File: src/rtl/fwd_hazard_scoreboard.sv
// ============================================================================
//  Module      : fwd_hazard_scoreboard
//  Description : N-source / M-stage youngest-first operand bypass select plus a
//                per-register latency scoreboard raising the ID-stage stall.
//                Optional perf counters enabled by defining FWD_PERF_CNT_EN.
//  Revision    : 1.0  initial release
// ============================================================================
`default_nettype none

module fwd_hazard_scoreboard #(
    parameter  int NUM_SRC    = 2,
    parameter  int NUM_STAGES = 2,
    parameter  int AW         = 5,
    parameter  int MAX_LAT    = 4,
    localparam int LW         = $clog2(MAX_LAT + 1),
    localparam int SELW       = $clog2(NUM_STAGES + 1)
) (
    input  logic                       CLK,
    input  logic                       RST,
    input  logic                       id_valid,
    input  logic [NUM_SRC*AW-1:0]      id_rs,
    input  logic [NUM_SRC-1:0]         id_use,
    input  logic                       issue,
    input  logic                       flush,
    input  logic [AW-1:0]              issue_rd,
    input  logic                       issue_wr,
    input  logic [LW-1:0]              issue_lat,
    input  logic [NUM_SRC*AW-1:0]      ex_rs,
    input  logic [NUM_SRC-1:0]         ex_use,
    input  logic [NUM_STAGES*AW-1:0]   stg_rd,
    input  logic [NUM_STAGES-1:0]      stg_wr,
    input  logic [NUM_STAGES-1:0]      stg_rdy,
    output logic                       stall,
    output logic [NUM_SRC*SELW-1:0]    fwd_sel,
    output logic                       fwd_err,
    output logic [31:0]                stall_cnt,
    output logic [31:0]                fwd_cnt
);

    localparam int            C_NREG    = 2 ** AW;
    localparam logic [LW-1:0] C_MAX_LAT = LW'(MAX_LAT);

    logic [LW-1:0]             w_cnt [C_NREG];
    logic [LW-1:0]             w_lat;
    logic                      w_stall_raw;
    logic                      w_stall;
    logic                      w_ie;
    logic [NUM_SRC*SELW-1:0]   w_fwd_sel;
    logic [NUM_SRC-1:0]        w_nrdy;
    logic                      w_fwd_err;

    assign w_lat = (issue_lat > C_MAX_LAT) ? C_MAX_LAT : issue_lat;
    assign w_ie  = issue & id_valid & ~w_stall & ~flush;

    assign w_cnt[0] = '0;

    // One down-counter per architectural register; x0 has none.
    genvar r;
    generate
        for (r = 1; r < C_NREG; r++) begin : g_cnt
            logic [LW-1:0] r_cnt;
            logic [LW-1:0] w_dec;
            logic [LW-1:0] w_nxt;

            always_comb begin
                w_dec = (r_cnt != '0) ? (r_cnt - LW'(1)) : '0;
                w_nxt = w_dec;
                if (w_ie && issue_wr && (issue_rd == AW'(r))) begin
                    w_nxt = (w_lat > w_dec) ? w_lat : w_dec;
                end
            end

            always_ff @(posedge CLK) begin
                if (RST) begin
                    r_cnt <= '0;
                end else begin
                    r_cnt <= w_nxt;
                end
            end

            assign w_cnt[r] = r_cnt;
        end
    endgenerate

    always_comb begin
        w_stall_raw = 1'b0;
        for (int i = 0; i < NUM_SRC; i++) begin
            if (id_use[i] && (id_rs[i*AW +: AW] != '0) && (w_cnt[id_rs[i*AW +: AW]] != '0)) begin
                w_stall_raw = 1'b1;
            end
        end
    end

    assign w_stall = ~RST & id_valid & w_stall_raw;

    // Scan oldest to youngest so the youngest matching stage wins.
    always_comb begin
        w_fwd_sel = '0;
        w_nrdy    = '0;
        for (int i = 0; i < NUM_SRC; i++) begin
            if (ex_use[i] && (ex_rs[i*AW +: AW] != '0)) begin
                for (int k = NUM_STAGES - 1; k >= 0; k--) begin
                    if (stg_wr[k] && (stg_rd[k*AW +: AW] == ex_rs[i*AW +: AW])) begin
                        w_fwd_sel[i*SELW +: SELW] = SELW'(k + 1);
                        w_nrdy[i]                 = ~stg_rdy[k];
                    end
                end
            end
        end
        w_fwd_err = |w_nrdy;
    end

    assign stall   = w_stall;
    assign fwd_sel = RST ? '0 : w_fwd_sel;
    assign fwd_err = ~RST & w_fwd_err;

`ifdef FWD_PERF_CNT_EN
    logic [31:0] r_stall_cnt;
    logic [31:0] r_fwd_cnt;
    logic [31:0] w_fwd_num;

    always_comb begin
        w_fwd_num = '0;
        for (int i = 0; i < NUM_SRC; i++) begin
            if (fwd_sel[i*SELW +: SELW] != '0) begin
                w_fwd_num = w_fwd_num + 32'd1;
            end
        end
    end

    always_ff @(posedge CLK) begin
        if (RST) begin
            r_stall_cnt <= '0;
            r_fwd_cnt   <= '0;
        end else begin
            if (w_stall) begin
                r_stall_cnt <= r_stall_cnt + 32'd1;
            end else begin
                r_fwd_cnt <= r_fwd_cnt + w_fwd_num;
            end
        end
    end

    assign stall_cnt = r_stall_cnt;
    assign fwd_cnt   = r_fwd_cnt;
`else
    assign stall_cnt = '0;
    assign fwd_cnt   = '0;
`endif

endmodule

`default_nettype wire

File: config.mk
export PLATFORM = sky130hd
export DESIGN_NAME = fwd_hazard_scoreboard
export DESIGN_NICKNAME = d
export VERILOG_FILES = /design/src/rtl/fwd_hazard_scoreboard.sv
export SDC_FILE = /design/constraint.sdc
export NUM_CORES = 1
export LEC_CHECK = 0
export CORE_MARGIN = 2
export CORE_UTILIZATION = 55
export CTS_BUF_LIST = sky130_fd_sc_hd__clkbuf_4 sky130_fd_sc_hd__clkbuf_8
export DETAILED_ROUTE_END_ITERATION = 6
export PLACE_DENSITY_LB_ADDON = 0.25
export SKIP_LAST_GASP = 1
export SYNTH_ARGS = -nofsm -noshare
export SYNTH_HDL_FRONTEND = slang
export SYNTH_SLANG_ARGS = --single-unit
File: constraint.sdc
create_clock -name CLK -period 5.1 [get_ports CLK]
set_input_delay 1.02 -clock CLK [delete_from_list [all_inputs] [get_ports CLK]]
set_output_delay 1.02 -clock CLK [all_outputs]
set_load 0.1 [all_outputs]
# Word level (Yosys, flattened, before mapping)
# Index checks and enable logic that the tools add are counted.
# totals
input_bits,52
regBits,93
output_inout_bits,70
elab_cells,339
# classes
n_eq_ne,35
n_addsub,31
magnitude_cmp,34
muxes,115
bitwise,13
reduce_logical,80
# op_table
operator,count
2-to-1 mux 3 bit,98
nonzero test 3 bit,33
greater-than comparator 3 bit,31
"subtractor 3 x 1 -> 3 bit, second input constant",31
"equality test 5 bit, second input constant",16
logical AND 1 bit,42
"equality test 5 x 4 -> 1 bit, second input constant",8
binary-select mux 3 bit (select 5 bit),2
"equality test 5 x 3 -> 1 bit, second input constant",4
equality test 5 bit,4
nonzero test 5 bit,4
">= comparator 6 bit, second input constant",2
2-to-1 mux 2 bit,6
NOT 5 -> 6 bit,2
"equality test 5 x 2 -> 1 bit, second input constant",2
2-to-1 mux 1 bit,8
AND 1 bit,6
"equality test 5 x 1 -> 1 bit, second input constant",1
NOT 1 bit,5
2-to-1 mux 4 bit,1
"greater-than comparator 3 bit, second input constant",1
OR reduction 2 bit,1

# Logic depth before layout (Yosys ltp)
# Gate-level depths: netlist (run 1).
# depth
word_depth,15
depth_mapped,12
mapped_depth_nobuf,12

# Worst setup path before layout (run 1)
# No wires, ideal clock.
# synth_path
kind,input-to-output
from,input ex_rs[3]
to,output fwd_err
required_ns,4.080
path_buffers,0
stages,6
arrival_time_ns,5.490
path_slack_ns,-1.410
cell_sequence,xor2_1 nor4_1 nand3_1 nor3b_1 nor2_1 o22ai_1
# synth_via
elab_chain_len,7
elab_cells_between_ends,11
cone_classes,eq/ne (2); mux (3); bitwise (1); reduce/logical (5)
# synth_lines
element,line_no,rtl
start: declaration,28,"input logic [NUM_SRC*AW-1:0] ex_rs,"
equality test 5 bit,103,if (stg_wr[k] && (stg_rd[k*AW +: AW] == ex_rs[i*AW +: AW])) begin
logical AND 1 bit,103,
2-to-1 mux 1 bit (2 in a row),103,
2-to-1 mux 1 bit *,101,if (ex_use[i] && (ex_rs[i*AW +: AW] != '0)) begin
OR reduction 2 bit *,110,w_fwd_err = |w_nrdy;
AND 1 bit *,115,assign fwd_err = ~RST & w_fwd_err;
end: declaration,35,"output logic fwd_err,"
# Every way passes the cells marked *; elsewhere a longest branch is shown, timed or not.

# Worst setup path after layout (run 1)
# layout_path
from,input id_rs[5]
to,output stall
# layout_via
elab_chain_len,8
elab_cells_between_ends,10
cone_classes,mux (4); bitwise (2); reduce/logical (4)
# layout_lines
element,line_no,rtl
start: declaration,21,"input logic [NUM_SRC*AW-1:0] id_rs,"
NOT 5 -> 6 bit (implied by the code),88,if (id_use[i] && (id_rs[i*AW +: AW] != '0) && (w_cnt[id_rs[i*AW +: AW]] != '0)) begin
binary-select mux 3 bit (select 5 bit),88,
2-to-1 mux 3 bit (implied by the code) (2 in a row),88,
nonzero test 3 bit,88,
logical AND 1 bit *,88,
2-to-1 mux 1 bit *,88,
AND 1 bit *,94,assign w_stall = ~RST & id_valid & w_stall_raw;
end: declaration,33,"output logic stall,"
# Every way passes the cells marked *; elsewhere a longest branch is shown, timed or not. The select of a mux whose other input is x is not followed.

==> results.py, run 1 <==
metrics = {
    "logic_synthesis": {
        "synth_top_area_share_pct": 19.7,
        "ys_ff_latch": 93,
        "synth-seq-area-share_pct": 18.9,
        "netlist_area_um2": 9860,
        "muxShareOfSynthArea_pct": 12.0,
        "ys_types": 65,
        "synthCells": 1162,
        "netlist.top_cell.by_area": "ha_1",
        "synth-xor-area-share_pct": 1.78,
        "yosys_warnings": 0,
        "async_flop_share_pct": 0,
        "synth_top_family_by_area": "adder cells",
        "synth_adder_area_share_pct": 19.7,
        "synth_ff_type": "dfxtp_1",
        "synth-compound-area-share_pct": 16.8,
        "synth-edff-count": 0,
        "synthTopCellsByArea": "ha_1 (20%), dfxtp_1 (19%), mux2i_1 (7.0%)",
        "yosys.area_share.simple_pct": 19.1,
        "avgSynthCellArea_um2": 8.48,
    },
    "outcome": {
        "outcome": "complete, no violations",
    },
    "final_layout": {
        "fillers": 1551,
        "largest_register": "g_cnt.r_cnt",
        "diodes": 0,
        "final_common_cell": "ha_1",
        "postLayoutCoreUtil_pct": 61.5,
        "regArea_um2": 1860,
        "largest_reg_flops": 93,
        "layout.nets": 1417,
        "syn2layout_area_growth_pct": 8.58,
        "largestRegisters": "g_cnt.r_cnt x93",
        "drive_gt1_share_pct": 11.9,
        "multi_input_area_um2": 7110,
        "final_cell_mix": "ha_1 (155), inv_1 (120), nor2_1 (102)",
    },
    "worst_setup_path": {
        "reg2reg_from": "g_cnt[4].r_cnt[2]",
        "r2r_slack_ps": 1970,
        "r2r-end": "g_cnt[31].r_cnt[1]",
        "required_ps": 4080,
        "rr_worst_depth": 7,
        "critPathCaptureType": "output port",
        "critPathMaxFanout": 15,
        "startpoint_type": "primary input",
        "crit_arrival_ps": 3500,
        "criticalPathCategory": "in -> out",
    },
    "cts": {
        "path_clk_slew_ps": 80,
        "cts_resized": 0,
        "cts_buffer_depth": 2,
        "root_buffer": "clkbuf_8",
        "hold_buffers": 0,
        "numCtsBuffers": 9,
        "cts_tree": "built",
        "insertion_delay_ps": 400,
        "cts_sinks": 93,
        "cts-htree-levels": 3,
        "postCtsSetupRepairBufs": 0,
    },
    "placement": {
        "place_congestion": 0.937,
        "numPortBuffers": 57,
        "dp_hpwl_um": 18100,
    },
    "drt": {
        "drtAntennaViolNets": 0,
        "routed_wl_um": 25300,
        "vias": 8075,
        "drt_first_iter_violations": 470,
        "viasPerCell": 5.61,
        "remaining_drc_errors": 0,
        "first_pass_iters": 4,
        "wire_per_inst_um": 17.6,
    },
    "worst_hold_path": {
        "hold_path_depth": 3,
        "min_to": "g_cnt[14].r_cnt[0]",
        "min_from": "g_cnt[14].r_cnt[0]",
        "holdCritPathClass": "reg -> reg",
    },
    "sta": {
        "finalSetupViolCount": 0,
        "rsz0062_at_grt": "no",
        "worstMarginPinSlew_ps": 874,
        "finClkSkew_ps": 12.7,
        "min_period_over_period_pct": 88.6,
        "final.setup.tns_ps": 0,
        "fin_crit_ps": 4520,
        "max_slew_margin_pct": 41.6,
        "fmax_ghz": 0.221,
        "final-hold-violation-count": 0,
        "finalMaxSlewViolations": 0,
    },
    "floorplan": {
        "die_h_um": 138,
        "core-area_um2": 17400,
        "rows": 48,
        "die-area_um2": 19000,
        "io_pins": 122,
        "die_w_um": 138,
        "initial_core_util_pct": 56.6,
    },
    "grt": {
        "overflow": 0,
        "grt_start_max_net_pins": 33,
        "antenna_found_initial": 0,
        "groute.usage.overall_pct": 27.6,
        "grt_pass1_vias": 7808,
        "grt_pass1_wl_um": 40200,
    },
    "pwr": {
        "ir_worst_vdd_mv": 0.125,
        "leakagePower_nw": 4.74,
        "power_density_nw_per_um2": 166,
    },
    "job": {
        "cap_violations": 0,
    },
}
## cell usage after synthesis (all sizes together), types with 4 or more instances
master and number:
xor2 16, a211oi 8, nor2b 45, clkbuf 23, a21o 11, nor2 102, o22ai 4, nor3 22
a311oi 17, and2 32, nand3 22, o21ai 19, ha 155, dfxtp 93, nand2b 6, a41oi 23
nor3b 5, a31oi 11, mux2i 69, mux4 5, o21a 8, nand2 86, nor4 17, a21oi 58
or2 23, inv 124, nor4b 4, o211ai 8, buf 78, mux2 31, xnor2 4
## worst max-delay path: stages
cell             delay, ps
clkdlybuf4s50_1        730
inv_2                  260
mux4_2                 530
a311oi_2               320
o31ai_4                100
nand2_1                130
and3_1                 220
buf_12                 180
## report_power, final
part | switching, mW | leakage [nW] | internal, mW
logic | 0.396 | 3.89 | 0.125
registers | 0.000734 | 0.749 | 0.726
clock network | 0.284 | 0.103 | 0.250
## worst max path at each step
| stage | from | endpoint | slack, ps | cells after the start |
|---|---|---|---|---|
| after detailed placement | id_rs[5] | stall | 600 | 8 |
| after global routing | id_rs[5] | stall | 450 | 9 |
| after floorplan | ex_rs[6] | fwd_err | 180 | 6 |
| final | id_rs[5] | stall | 580 | 8 |
| after global placement | id_rs[0] | stall | 640 | 9 |
| after CTS | id_rs[5] | stall | 590 | 8 |
## layout make-up
class | instances | area share (%)
sequential | 93 | 17.4
tap | 225 | 2.63
multi-input combinational | 907 | 66.4
clock buffer | 12 | 1.43
timing repair buffer | 75 | 7.34
clock inverter | 4 | 0.444
inverter | 124 | 4.35
## stage by stage
stage / std cells / setup WS, ps / instance area, um^2 / hold WS [ps] / power [mW]
2_1_floorplan: 1225 / 181 / 10100 / 517 / 1.18
3_3_place_gp: 1424 / 644 / 10500 / 557 / 1.25
3_5_place_dp: 1424 / 603 / 10500 / 572 / 1.26
4_1_cts: 1440 / 595 / 10700 / 584 / 1.78
5_1_grt: 1440 / 446 / 10700 / 622 / 1.85
6_report: 1440 / 581 / 10700 / 576 / 1.78
## kinds of logic after synthesis
group,count (synthesis)
compound gates,184
xor+xnor,20
fa+ha+maj,155
buf+inv,225
flops,93
mux,105
other cells,1
simple gates,379
## routing by layer
layer | up-vias | track usage [%] | share of wire [%]
met4 | 0 | 8.28 | 2.0
li1 | 3991 | - | -
met2 | 238 | 45.4 | 45
met5 | - | 0 | 0
met1 | 3803 | 36.6 | 46
met3 | 43 | 5.26 | 7.1
(Power assumes the default switching activity.)
==> inputs of run 2 (changes only) <==
--- a/config.mk
+++ b/config.mk
@@ -9,7 +9,9 @@
 export CORE_UTILIZATION = 55
 export CTS_BUF_LIST = sky130_fd_sc_hd__clkbuf_4 sky130_fd_sc_hd__clkbuf_8
 export DETAILED_ROUTE_END_ITERATION = 6
+export MAX_ROUTING_LAYER = met4
 export PLACE_DENSITY_LB_ADDON = 0.25
+export REMOVE_ABC_BUFFERS = 1
 export SKIP_LAST_GASP = 1
 export SYNTH_ARGS = -nofsm -noshare
 export SYNTH_HDL_FRONTEND = slang
==> results.py, run 2 (same netlist as run 1, synthesis figures left out) <==
metrics = {
    "drt": {
        "wl_met1_um": 11100,
        "route.met2.wl_um": 11500,
        "routed_wl_um": 24900,
        "routed.top_layer": "met4",
        "viasPerCell": 5.58,
        "first_pass_iters": 5,
        "drt_first_iter_violations": 479,
        "wl_met3_um": 1490,
        "wire_per_inst_um": 17.3,
        "vias": 8046,
        "remaining_drc_errors": 0,
        "drtAntennaViolNets": 0,
    },
    "final_layout": {
        "fin_area_um2": 10700,
        "layout.nets": 1417,
        "largest_reg_flops": 93,
        "final_cell_mix": "ha_1 (155), inv_1 (120), nor2_1 (102)",
        "drive_gt1_share_pct": 11.6,
        "syn2layout_area_growth_pct": 8.60,
        "largestRegisters": "g_cnt.r_cnt x93",
        "final_common_cell": "ha_1",
        "layout.cells.non_filler": 1441,
        "largest_register": "g_cnt.r_cnt",
        "postLayoutCoreUtil_pct": 61.5,
    },
    "cts": {
        "cts_buffer_depth": 2,
        "cts_sinks": 93,
        "hold_buffers": 0,
        "cts_tree": "built",
        "path_clk_slew_ps": 90,
        "postCtsSetupRepairBufs": 0,
        "numCtsBuffers": 9,
        "cts-htree-levels": 3,
        "root_buffer": "clkbuf_8",
        "insertion_delay_ps": 400,
        "cts_resized": 0,
    },
    "worst_setup_path": {
        "startpoint_type": "primary input",
        "crit_path_top_delay_cell": "clkdlybuf4s50_1",
        "critPathMaxFanout": 15,
        "criticalPathCategory": "in -> out",
        "slowest_delay_ps": 700,
        "required_ps": 4080,
        "crit_arrival_ps": 3530,
        "cp_cell_sequence": "clkdlybuf4s50_1 -> inv_2 -> mux4_2 -> a311oi_2 -> o31ai_4 -> nand2_1 -> and3_1 -> buf_12",
        "r2r_slack_ps": 1870,
        "critPathCaptureType": "output port",
    },
    "floorplan": {
        "die_w_um": 138,
        "core-area_um2": 17400,
        "die-area_um2": 19000,
        "rows": 48,
        "io_pins": 122,
        "initial_core_util_pct": 56.6,
        "die_h_um": 138,
    },
    "job": {
        "cap_violations": 0,
    },
    "sta": {
        "worst_slack_ps": 553,
        "rsz0062_at_grt": "no",
        "min_period_over_period_pct": 89.2,
        "finClkSkew_ps": 22.0,
        "fin_crit_ps": 4550,
        "fmax_ghz": 0.220,
        "max_slew_margin_pct": 30.1,
        "final-hold-violation-count": 0,
        "finalSetupViolCount": 0,
        "finalMaxSlewViolations": 0,
        "hold_ws_ps": 567,
        "worstMarginPinSlew_ps": 1040,
        "final.setup.tns_ps": 0,
    },
    "pwr": {
        "leakagePower_nw": 4.74,
        "p_total_mw": 1.83,
        "ir_worst_vdd_mv": 0.135,
        "power_density_nw_per_um2": 171,
    },
    "worst_hold_path": {
        "holdCritPathClass": "reg -> reg",
    },
    "grt": {
        "overflow": 0,
        "grt_pass1_wl_um": 39300,
        "grt_pass1_vias": 7562,
        "grt_start_max_net_pins": 37,
        "antenna_found_initial": 1,
        "groute.usage.overall_pct": 27.7,
    },
    "placement": {
        "dpl.cell_count": 1424,
        "dp_slack_ps": 595,
        "place_area_um2": 10500,
        "numPortBuffers": 57,
        "dp_hpwl_um": 18200,
        "place_congestion": 0.952,
    },
    "outcome": {
        "outcome": "complete, no violations",
    },
}
run 2: worst max-delay path, delay by kind of cell:
family,cells,cell delay [ps]
buf+inv,3,1120
mux,1,530
compound gates,2,440
simple gates,2,400
run 2: path summary, 6_finish.rpt:
kind | end | startpoint | cells after the start
max | stall | id_rs[5] | 8
min | g_cnt[14].r_cnt[0] | g_cnt[14].r_cnt[0] | 3
max reg2reg | g_cnt[31].r_cnt[1] | g_cnt[5].r_cnt[2] | 7
min reg2reg | g_cnt[14].r_cnt[0] | g_cnt[14].r_cnt[0] | 3
run 2: where the power goes:
group / internal (mW) / switching, mW
Sequential: 0.726 / 0.000741
Combinational: 0.124 / 0.395
Clock: 0.308 / 0.282
run 2: layer usage:
metal / GRT usage (%) / vias to the layer above
li1: - / 3984
met4: 10.7 / 0
met3: 3.87 / 54
met1: 34.8 / 3769
met5: - / -
met2: 45.1 / 239
run 2: final cells by class:
class,count,area [um^2]
multi-input combinational,907,7090
fill,1554,6710
sequential,93,1860
timing repair buffer,75,773
inverter,124,465
tap,225,282
clock buffer,13,160
clock inverter,3,68.8
antenna,1,2.50
